--- src/rtl/pic_pkg.sv ---
// Shared types and helpers for the PIC acknowledge sequencer slice.
package pic_pkg;

    typedef logic [2:0] level_t;

    typedef enum logic [1:0] {IDLE, PEND, ACK1} state_t;

    localparam level_t SPURIOUS_LVL = 3'd7;

    // Rank 0 is the level just above the lowest-priority pointer.
    function automatic level_t prio_rank(input level_t level, input level_t lowest);
        return level_t'(level - lowest - 3'd1);
    endfunction

endpackage

--- src/rtl/pic_ack_sequencer_if.sv ---
// Request/acknowledge/EOI bundle between the PIC register file, the CPU side and the sequencer.
interface pic_ack_sequencer_if;
    import pic_pkg::*;

    logic [7:0] irr;
    logic [7:0] imr;
    logic [4:0] base;
    logic       aeoi;
    logic       rot_aeoi;
    logic       inta;
    logic       eoi_ns;
    logic       eoi_sp;
    level_t     eoi_lvl;
    logic       eoi_rot;
    logic       int_req;
    logic [7:0] isr;
    logic [7:0] irr_clr;
    logic [7:0] vector;
    logic       vector_valid;
    logic       spurious;

    modport master (
        output irr, imr, base, aeoi, rot_aeoi, inta,
        output eoi_ns, eoi_sp, eoi_lvl, eoi_rot,
        input  int_req, isr, irr_clr, vector, vector_valid, spurious
    );

    modport slave (
        input  irr, imr, base, aeoi, rot_aeoi, inta,
        input  eoi_ns, eoi_sp, eoi_lvl, eoi_rot,
        output int_req, isr, irr_clr, vector, vector_valid, spurious
    );

endinterface

--- src/rtl/pic_prio_pick.sv ---
// Rotating-priority picker: highest-priority set bit of req given the lowest-priority pointer.
module pic_prio_pick
    import pic_pkg::*;
(
    input  logic [7:0] req,
    input  level_t     lowest,
    output logic       found,
    output level_t     level
);

    // Scan from the lowest rank upward so the highest-priority hit is written last.
    always_comb begin
        found = 1'b0;
        level = '0;
        for (int i = 7; i >= 0; i--) begin
            if (req[level_t'(lowest + level_t'(i) + 3'd1)]) begin
                found = 1'b1;
                level = level_t'(lowest + level_t'(i) + 3'd1);
            end
        end
    end

endmodule

--- src/rtl/pic_ack_sequencer.sv ---
// In-service manager and two-pulse INTA sequencer for the 8-level interrupt controller.
module pic_ack_sequencer
    import pic_pkg::*;
#(
    parameter int NLEV = 8
)
(
    input  logic                clk,
    input  logic                rst,
    pic_ack_sequencer_if.slave  bus
);

    state_t          state, state_n;
    level_t          lowest, lowest_n;
    level_t          lvl, lvl_n;
    logic            spur, spur_n;
    logic            int_req_q, int_req_n;
    logic [NLEV-1:0] isr_q, isr_n;
    logic [NLEV-1:0] irr_clr_q, irr_clr_n;
    logic [7:0]      vector_q, vector_n;
    logic            vector_valid_q, vector_valid_n;
    logic            spurious_q, spurious_n;

    logic [NLEV-1:0] isr_set, aeoi_clr, eoi_clr;
    logic [7:0]      req_masked;
    logic            cand_found, isr_found, qualify;
    level_t          cand_lvl, isr_lvl;

    assign req_masked = bus.irr & ~bus.imr;

    pic_prio_pick u_req_pick (
        .req    (req_masked),
        .lowest (lowest),
        .found  (cand_found),
        .level  (cand_lvl)
    );

    pic_prio_pick u_isr_pick (
        .req    (isr_q),
        .lowest (lowest),
        .found  (isr_found),
        .level  (isr_lvl)
    );

    // A request must strictly outrank everything already in service.
    assign qualify = cand_found &&
                     (!isr_found || (prio_rank(cand_lvl, lowest) < prio_rank(isr_lvl, lowest)));

    always_comb begin
        state_n        = state;
        lowest_n       = lowest;
        lvl_n          = lvl;
        spur_n         = spur;
        int_req_n      = int_req_q;
        irr_clr_n      = '0;
        vector_n       = vector_q;
        vector_valid_n = 1'b0;
        spurious_n     = 1'b0;
        isr_set        = '0;
        aeoi_clr       = '0;
        eoi_clr        = '0;

        case (state)
            IDLE: begin
                int_req_n = qualify;
                if (qualify) begin
                    state_n = PEND;
                end
            end
            PEND: begin
                int_req_n = 1'b1;
                if (bus.inta) begin
                    int_req_n = 1'b0;
                    state_n   = ACK1;
                    if (qualify) begin
                        isr_set[cand_lvl]   = 1'b1;
                        irr_clr_n[cand_lvl] = 1'b1;
                        lvl_n               = cand_lvl;
                        spur_n              = 1'b0;
                    end else begin
                        lvl_n  = SPURIOUS_LVL;
                        spur_n = 1'b1;
                    end
                end
            end
            ACK1: begin
                int_req_n = 1'b0;
                if (bus.inta) begin
                    state_n        = IDLE;
                    vector_n       = {bus.base, lvl};
                    vector_valid_n = 1'b1;
                    spurious_n     = spur;
                    if (bus.aeoi && !spur) begin
                        aeoi_clr[lvl] = 1'b1;
                        if (bus.rot_aeoi) begin
                            lowest_n = lvl;
                        end
                    end
                end
            end
            default: begin
                state_n   = IDLE;
                int_req_n = 1'b0;
            end
        endcase

        // Explicit EOI targets the pre-edge ISR; specific wins over non-specific.
        if (bus.eoi_sp) begin
            eoi_clr[bus.eoi_lvl] = 1'b1;
            if (bus.eoi_rot) begin
                lowest_n = bus.eoi_lvl;
            end
        end else if (bus.eoi_ns && isr_found) begin
            eoi_clr[isr_lvl] = 1'b1;
            if (bus.eoi_rot) begin
                lowest_n = isr_lvl;
            end
        end

        isr_n = (isr_q & ~eoi_clr & ~aeoi_clr) | isr_set;
    end

    always_ff @(posedge clk or posedge rst) begin
        if (rst) begin
            state <= IDLE;
        end else begin
            state <= state_n;
        end
    end

    always_ff @(posedge clk or posedge rst) begin
        if (rst) begin
            lowest         <= SPURIOUS_LVL;
            lvl            <= '0;
            spur           <= 1'b0;
            int_req_q      <= 1'b0;
            isr_q          <= '0;
            irr_clr_q      <= '0;
            vector_q       <= '0;
            vector_valid_q <= 1'b0;
            spurious_q     <= 1'b0;
        end else begin
            lowest         <= lowest_n;
            lvl            <= lvl_n;
            spur           <= spur_n;
            int_req_q      <= int_req_n;
            isr_q          <= isr_n;
            irr_clr_q      <= irr_clr_n;
            vector_q       <= vector_n;
            vector_valid_q <= vector_valid_n;
            spurious_q     <= spurious_n;
        end
    end

    assign bus.int_req      = int_req_q;
    assign bus.isr          = isr_q;
    assign bus.irr_clr      = irr_clr_q;
    assign bus.vector       = vector_q;
    assign bus.vector_valid = vector_valid_q;
    assign bus.spurious     = spurious_q;

endmodule
--- src/flat_wrapper.sv ---
// flat-port wrapper written by rule: the top's interface ports become plain ports
module pic_ack_sequencer_flat import pic_pkg::*;
#(
    parameter int NLEV = 8
)
  (clk, rst, bus_irr, bus_imr, bus_base, bus_aeoi, bus_rot_aeoi, bus_inta, bus_eoi_ns, bus_eoi_sp, bus_eoi_lvl, bus_eoi_rot, bus_int_req, bus_isr, bus_irr_clr, bus_vector, bus_vector_valid, bus_spurious);
  pic_ack_sequencer_if bus_i ();
  input  logic clk;
  input  logic rst;
  input wire logic [$bits(bus_i.irr)-1:0] bus_irr;
  input wire logic [$bits(bus_i.imr)-1:0] bus_imr;
  input wire logic [$bits(bus_i.base)-1:0] bus_base;
  input wire logic [$bits(bus_i.aeoi)-1:0] bus_aeoi;
  input wire logic [$bits(bus_i.rot_aeoi)-1:0] bus_rot_aeoi;
  input wire logic [$bits(bus_i.inta)-1:0] bus_inta;
  input wire logic [$bits(bus_i.eoi_ns)-1:0] bus_eoi_ns;
  input wire logic [$bits(bus_i.eoi_sp)-1:0] bus_eoi_sp;
  input wire logic [$bits(bus_i.eoi_lvl)-1:0] bus_eoi_lvl;
  input wire logic [$bits(bus_i.eoi_rot)-1:0] bus_eoi_rot;
  output wire logic [$bits(bus_i.int_req)-1:0] bus_int_req;
  output wire logic [$bits(bus_i.isr)-1:0] bus_isr;
  output wire logic [$bits(bus_i.irr_clr)-1:0] bus_irr_clr;
  output wire logic [$bits(bus_i.vector)-1:0] bus_vector;
  output wire logic [$bits(bus_i.vector_valid)-1:0] bus_vector_valid;
  output wire logic [$bits(bus_i.spurious)-1:0] bus_spurious;
  assign bus_i.irr = bus_irr;
  assign bus_i.imr = bus_imr;
  assign bus_i.base = bus_base;
  assign bus_i.aeoi = bus_aeoi;
  assign bus_i.rot_aeoi = bus_rot_aeoi;
  assign bus_i.inta = bus_inta;
  assign bus_i.eoi_ns = bus_eoi_ns;
  assign bus_i.eoi_sp = bus_eoi_sp;
  assign bus_i.eoi_lvl = bus_eoi_lvl;
  assign bus_i.eoi_rot = bus_eoi_rot;
  assign bus_int_req = bus_i.int_req;
  assign bus_isr = bus_i.isr;
  assign bus_irr_clr = bus_i.irr_clr;
  assign bus_vector = bus_i.vector;
  assign bus_vector_valid = bus_i.vector_valid;
  assign bus_spurious = bus_i.spurious;
  pic_ack_sequencer #(.NLEV(NLEV)) u_core (.clk(clk), .rst(rst), .bus(bus_i));
endmodule
--- config.mk ---
export PLATFORM = sky130hd
export DESIGN_NAME = pic_ack_sequencer_flat
export DESIGN_NICKNAME = d
export VERILOG_FILES = /design/src/rtl/pic_pkg.sv /design/src/rtl/pic_ack_sequencer_if.sv /design/src/rtl/pic_prio_pick.sv /design/src/rtl/pic_ack_sequencer.sv /design/src/flat_wrapper.sv
export SDC_FILE = /design/constraint.sdc
export NUM_CORES = 1
export LEC_CHECK = 0
export CAP_MARGIN = 10
export CORE_MARGIN = 3
export CORE_UTILIZATION = 59
export CTS_CLUSTER_DIAMETER = 200
export DETAILED_ROUTE_END_ITERATION = 12
export GPL_ROUTABILITY_DRIVEN = 0
export PLACE_DENSITY = 0.95
export SYNTH_ARGS = -nofsm -noshare
export SYNTH_HDL_FRONTEND = slang
export SYNTH_SLANG_ARGS = --single-unit
--- constraint.sdc ---
create_clock -name clk -period 7.9 [get_ports clk]
set_input_delay 1.58 -clock clk [delete_from_list [all_inputs] [get_ports clk]]
set_output_delay 1.58 -clock clk [all_outputs]
set_load 0.005 [all_outputs]
# Word-level counts from Yosys, hierarchy flattened
# Index checks and enable logic that the tools add are counted.
# classes
addsub	18
magnitude_cmp	17
eq_ne	5
n_mux	100
bitwise	7
reduce_logical	14
# ops
operator	n
2-to-1 mux 3 bit	25
2-to-1 mux 8 bit	8
binary-select mux 1 bit (select 3 bit)	16
< comparator 3 x 4 -> 1 bit (second input constant)	12
2-to-1 mux 1 bit	42
adder 3 x 1 -> 3 bit (second input constant)	8
AND 8 bit	3
inverter 8 bit	3
adder 3 bit (second input constant)	4
demux 1 bit (select 3 bit)	4
>= comparator 3 x 1 -> 1 bit (second input constant)	4
bitwise OR 8 bit	1
logical AND 1 bit	7
adder 3 x 2 -> 3 bit (second input constant)	2
2-to-1 mux 2 bit	3
case mux 2 bit (3 select lines)	1
subtractor 3 x 1 -> 3 bit (second input constant)	2
subtractor 3 bit	2
inequality test 2 bit (second input constant)	2
AND reduction 2 bit	2
< comparator 3 bit	1
AND reduction 3 bit	1
equality test 2 x 1 -> 1 bit (second input constant)	1
equality test 2 bit (second input constant)	1
other kinds (5)	6
# word_totals
reg_bits	36
in_bits	32
out_inout_bits	27
word_cells	171

# Longest topological paths before layout
# logic_depth
word_depth	22
mapped_depth	23

# Cells and area by module
# Synthesis repeated with hierarchy kept, for this count alone.
# hier_totals
cells_unflattened	403
area_unflattened_um2	3798.6
# by_module_without_submodules
module	instances	cells_each	area_each_um2	seq_area_each_um2
pic_ack_sequencer	1	195	1909.3	904.6
pic_prio_pick	2	104	944.7	0.0

# Worst setup path after synthesis
# Ideal clock, no wire load.
# synth_timing
path_type	flip-flop to flip-flop
startpoint	reg u_core.lowest[0]
endpoint	reg u_core.isr_q[7] (netlist: u_core.bus.isr[7])
setup_ns	0.101
t_arrival_ns	5.281
required_ns	7.799
path_slack_ns	2.518
stages_incl_launch_ff	23
synth_period_minus_slack_ns	5.382
cell_sequence	dfstp_2 > buf_2 > inv_2 > buf_1 > ha_1 > buf_2 > mux4_2 > mux2i_1 > o21ai_0 > a2111oi_0 > a211o_1 > inv_1 > ha_1 > fa_1 > xor2_1 > xnor2_1 > ha_1 > a21oi_1 > o2bb2ai_1 > nor3_2 > nand2b_1 > buf_2 > o32ai_1
# synth_via
elab_chain_cells	22
word_cells_on_any_way	106
# synth_lines
element	line	rtl
from (decl)	pic_ack_sequencer.sv:14	level_t lowest, lowest_n;
from (signal assigned)	pic_ack_sequencer.sv:143	lowest <= lowest_n;
parallel branches: the longest is 21 deep, another holds adder 3 bit	--	
bitwise OR 8 bit *	pic_ack_sequencer.sv:120	isr_n = (isr_q & ~eoi_clr & ~aeoi_clr) | isr_set;
net u_core.isr_n[7]	pic_ack_sequencer.sv:18	logic [NLEV-1:0] isr_q, isr_n;
to (signal assigned)	pic_ack_sequencer.sv:147	isr_q <= isr_n;
to (decl)	pic_ack_sequencer.sv:18	
# Mark *: on every way through the listed nets, which the timed path passes. The select of a mux whose other input is x is not followed.
# A chain may end at the register's enable or synchronous reset.

# Worst setup path after layout
# layout_timing
startpoint	reg u_core.lowest[1]
endpoint	reg u_core.isr_q[7] (netlist: u_core.bus.isr[7])
# Same word-level chain as after synthesis.

==> out/qor.csv <==
metric,value,unit
Mapped Nets,433,
# rows,28,
postcts setup bufs,0,
Clock Tree Buf Depth,2,
Final Cycle Share,0.859,
Critical Path RT,8.08,ns
Worst-Margin Slew,1.08,ns
clock root cell,clkbuf_8,
"CTS clk-pin slew, worst paths",0.07,ns
max-slew violations,0,
critical path arrival,6.97,ns
Crit-path slowest cell,ha_1,
Async SR Flop Fraction,1.00,
largest net degree at the start of global routing,37,
Post-DP Area,0.00430,sq mm
Rel. slew slack,0.280,
grt peak-use layer,met2,
flop-to-flop setup slack,1.11,ns
Clock Sinks,36,
Final Cell Area,0.00440,sq mm
Post-synth EDFFs,0,
post-DR wirelength/cell,20.5,microns
Worst Setup Start Kind,register,
Worst Path Buf+Inv,3,
skew final,0.00752,ns
FMAX,147,MHz
H-tree depth,2,
post-synthesis register bit count,36,
gr usage total,0.290,
Synth top area share,0.222,
width of the die,85.4,microns
CP Capture Type,register,
initial antenna violation count,0,
Area growth syn-to-layout,18.2,%
worst-path cell chain,"inv_2, ha_1, clkinv_1, mux4_2, mux2_4, nor4_4, nand2_1, o21ai_4, inv_4, fa_1, xnor2_1, xnor2_1, ha_1, a21oi_1, o2bb2ai_1, nor3_2, nand2b_1, o32ai_1",
Num CTS Buffers,5,
Remaining DRCs,0,
vias per cell,7.13,
Post-layout nets,477,
share of layout cells above drive strength 1,0.161,
Iteration-0 DRC Markers,428,
Mapped Area,0.00372,sq mm
TritonCTS clock tree,done,
Ports,59,
max-cap viol count,0,
"CP delay by family, top",adder cells,
Starting Density,0.618,
Syn Area/Cell,9.50,sq um
Worst Hold Class,reg -> reg,
Final setup viols,0,
Pre-antenna DRT Iters,5,
latest clock arrival within the worst-skew pair,0.29,ns
Final ANT Viol Nets,0,
"Seq/Total Area, Yosys",0.243,
grt met3 use,0.0573,
top post-synthesis cells by area,"dfrtp_1 22%, mux4_2 17%, mux2i_1 6.2%",
yosys warns,0,
via count,3643,
final wirelength,10500,microns
CTS resizes,0,
Core ar.,0.00603,sq mm
vias in the first global route,3452,
max incr delay on CP,1.06,ns
Main synth FF type,dfrtp_1,
GR met1 Demand/Resource,0.372,
TNS Setup,0,ns
Die Area,0.00730,sq mm
hold_buf cts,0,
GRT overflow,0,
dominant cell type by area after synthesis,dfrtp_1,
fill count,437,
CP max FO,27,
Die Y-Extent,85.4,microns
final hold violations,0,
# diodes,0,
min Tclk post-route,6.79,ns
type of the worst setup path,reg -> reg,
dpl hpwl,7540,microns
RSZ-0062 raised after global routing,false,
cells after synthesis,392,
GR met2 Demand/Resource,0.486,
status,finished clean,
global-route wire length before repair,16900,microns
Port Buffers,58,
Synth cell types,70,
[path summary, 6_finish.rpt]
| path | from | endpoint | cells after the start |
|---|---|---|---|
| setup / recovery | u_core.lowest[1] | u_core.bus.isr[7] | 18 |
| max in group asynchronous | rst | u_core.lowest[2] | 3 |
| hold reg to reg | u_core.bus.vector[2] | u_core.bus.vector[2] | 2 |
| min in group asynchronous | rst | u_core.bus.isr[5] | 3 |
| setup reg to reg | u_core.lowest[1] | u_core.bus.isr[7] | 18 |
| hold / removal | u_core.bus.vector[2] | u_core.bus.vector[2] | 2 |
[Yosys cell counts, types with 3 or more instances]
cell type,n
a211oi_1,3
inv_1,10
o21a_1,4
nand2_1,42
buf_2,9
clkbuf_1,11
buf_6,3
nand3_1,10
nor2_1,32
o22ai_1,4
mux2_2,11
mux2i_1,23
a21o_1,4
nor2b_1,13
o21ai_0,12
nor3_1,12
a31oi_1,3
o211ai_1,10
and2_1,3
nor3b_1,3
ha_1,7
xnor2_1,4
a21oi_1,19
dfrtp_1,33
o31ai_1,6
nand2b_1,10
mux4_2,28
dfstp_2,3
[tightest hold or removal path: stages, from the launching register on]
cell     delay (ns)
dfrtp_1        0.35
nand2_1        0.05
nand2_1        0.05
[kinds of logic after synthesis]
group / count (synthesis) / synth area share
fa+ha+maj: 9 / 0.0343
flops: 36 / 0.243
buf+inv: 39 / 0.0491
simple gates: 139 / 0.186
xor+xnor: 8 / 0.0252
mux: 63 / 0.269
compound gates: 98 / 0.194
[per-layer routing]
layer	share of wire	wire length, microns
met1	0.38	3930
met4	0.029	301
met3	0.099	1040
met2	0.50	5190
met5	0	0
[sequential cells by signal, summed over array words and instances (netlist names)]
signal / count
u_core.bus.irr_clr: 8
u_core.bus.isr: 8
u_core.bus.vector: 8
u_core.lowest: 3
u_core.lvl: 3
u_core.state: 2
u_core.bus.int_req: 1
u_core.bus.spurious: 1
u_core.bus.vector_valid: 1
u_core.spur: 1
[final cells by class]
| type | instances | area (sq um) | area share |
|---|---|---|---|
| sequential | 36 | 905 | 0.206 |
| inverter | 15 | 58.8 | 0.0134 |
| timing repair buffer | 61 | 603 | 0.137 |
| clock buffer | 7 | 96.3 | 0.0219 |
| multi-input combinational | 317 | 2640 | 0.601 |
| tap | 75 | 93.8 | 0.0213 |
[stage by stage]
step	util	worst slack (ns)	hold WS, ns	instances
6_report	0.730	1.11	0.485	511
5_1_grt	0.730	0.774	0.489	511
3_3_place_gp	0.713	1.57	0.457	503
4_1_cts	0.729	1.13	0.482	510
3_5_place_dp	0.713	1.15	0.463	503
2_1_floorplan	-	2.52	0.470	392
[layout by cell type, fill, tap and decap left out, drive strengths merged, types with 3 or more instances in the layout]
master	instances
a211oi	3
mux2i	23
o21a	4
o22ai	4
o21ai	14
dfrtp	33
a21o	4
xnor2	4
nor2	32
nor4	3
ha	7
o211ai	10
nor2b	13
nand2b	10
inv	13
nand2	42
mux2	12
a21oi	19
o31ai	6
and2	3
clkbuf	8
dfstp	3
mux4	28
nor3b	3
xor2	3
nor3	13
a31oi	3
nand3	10
clkdlybuf4s50	58
o32ai	4
Power is not shown: default switching activity piles up to over one toggle a cycle in this logic, so the estimate is an artifact.
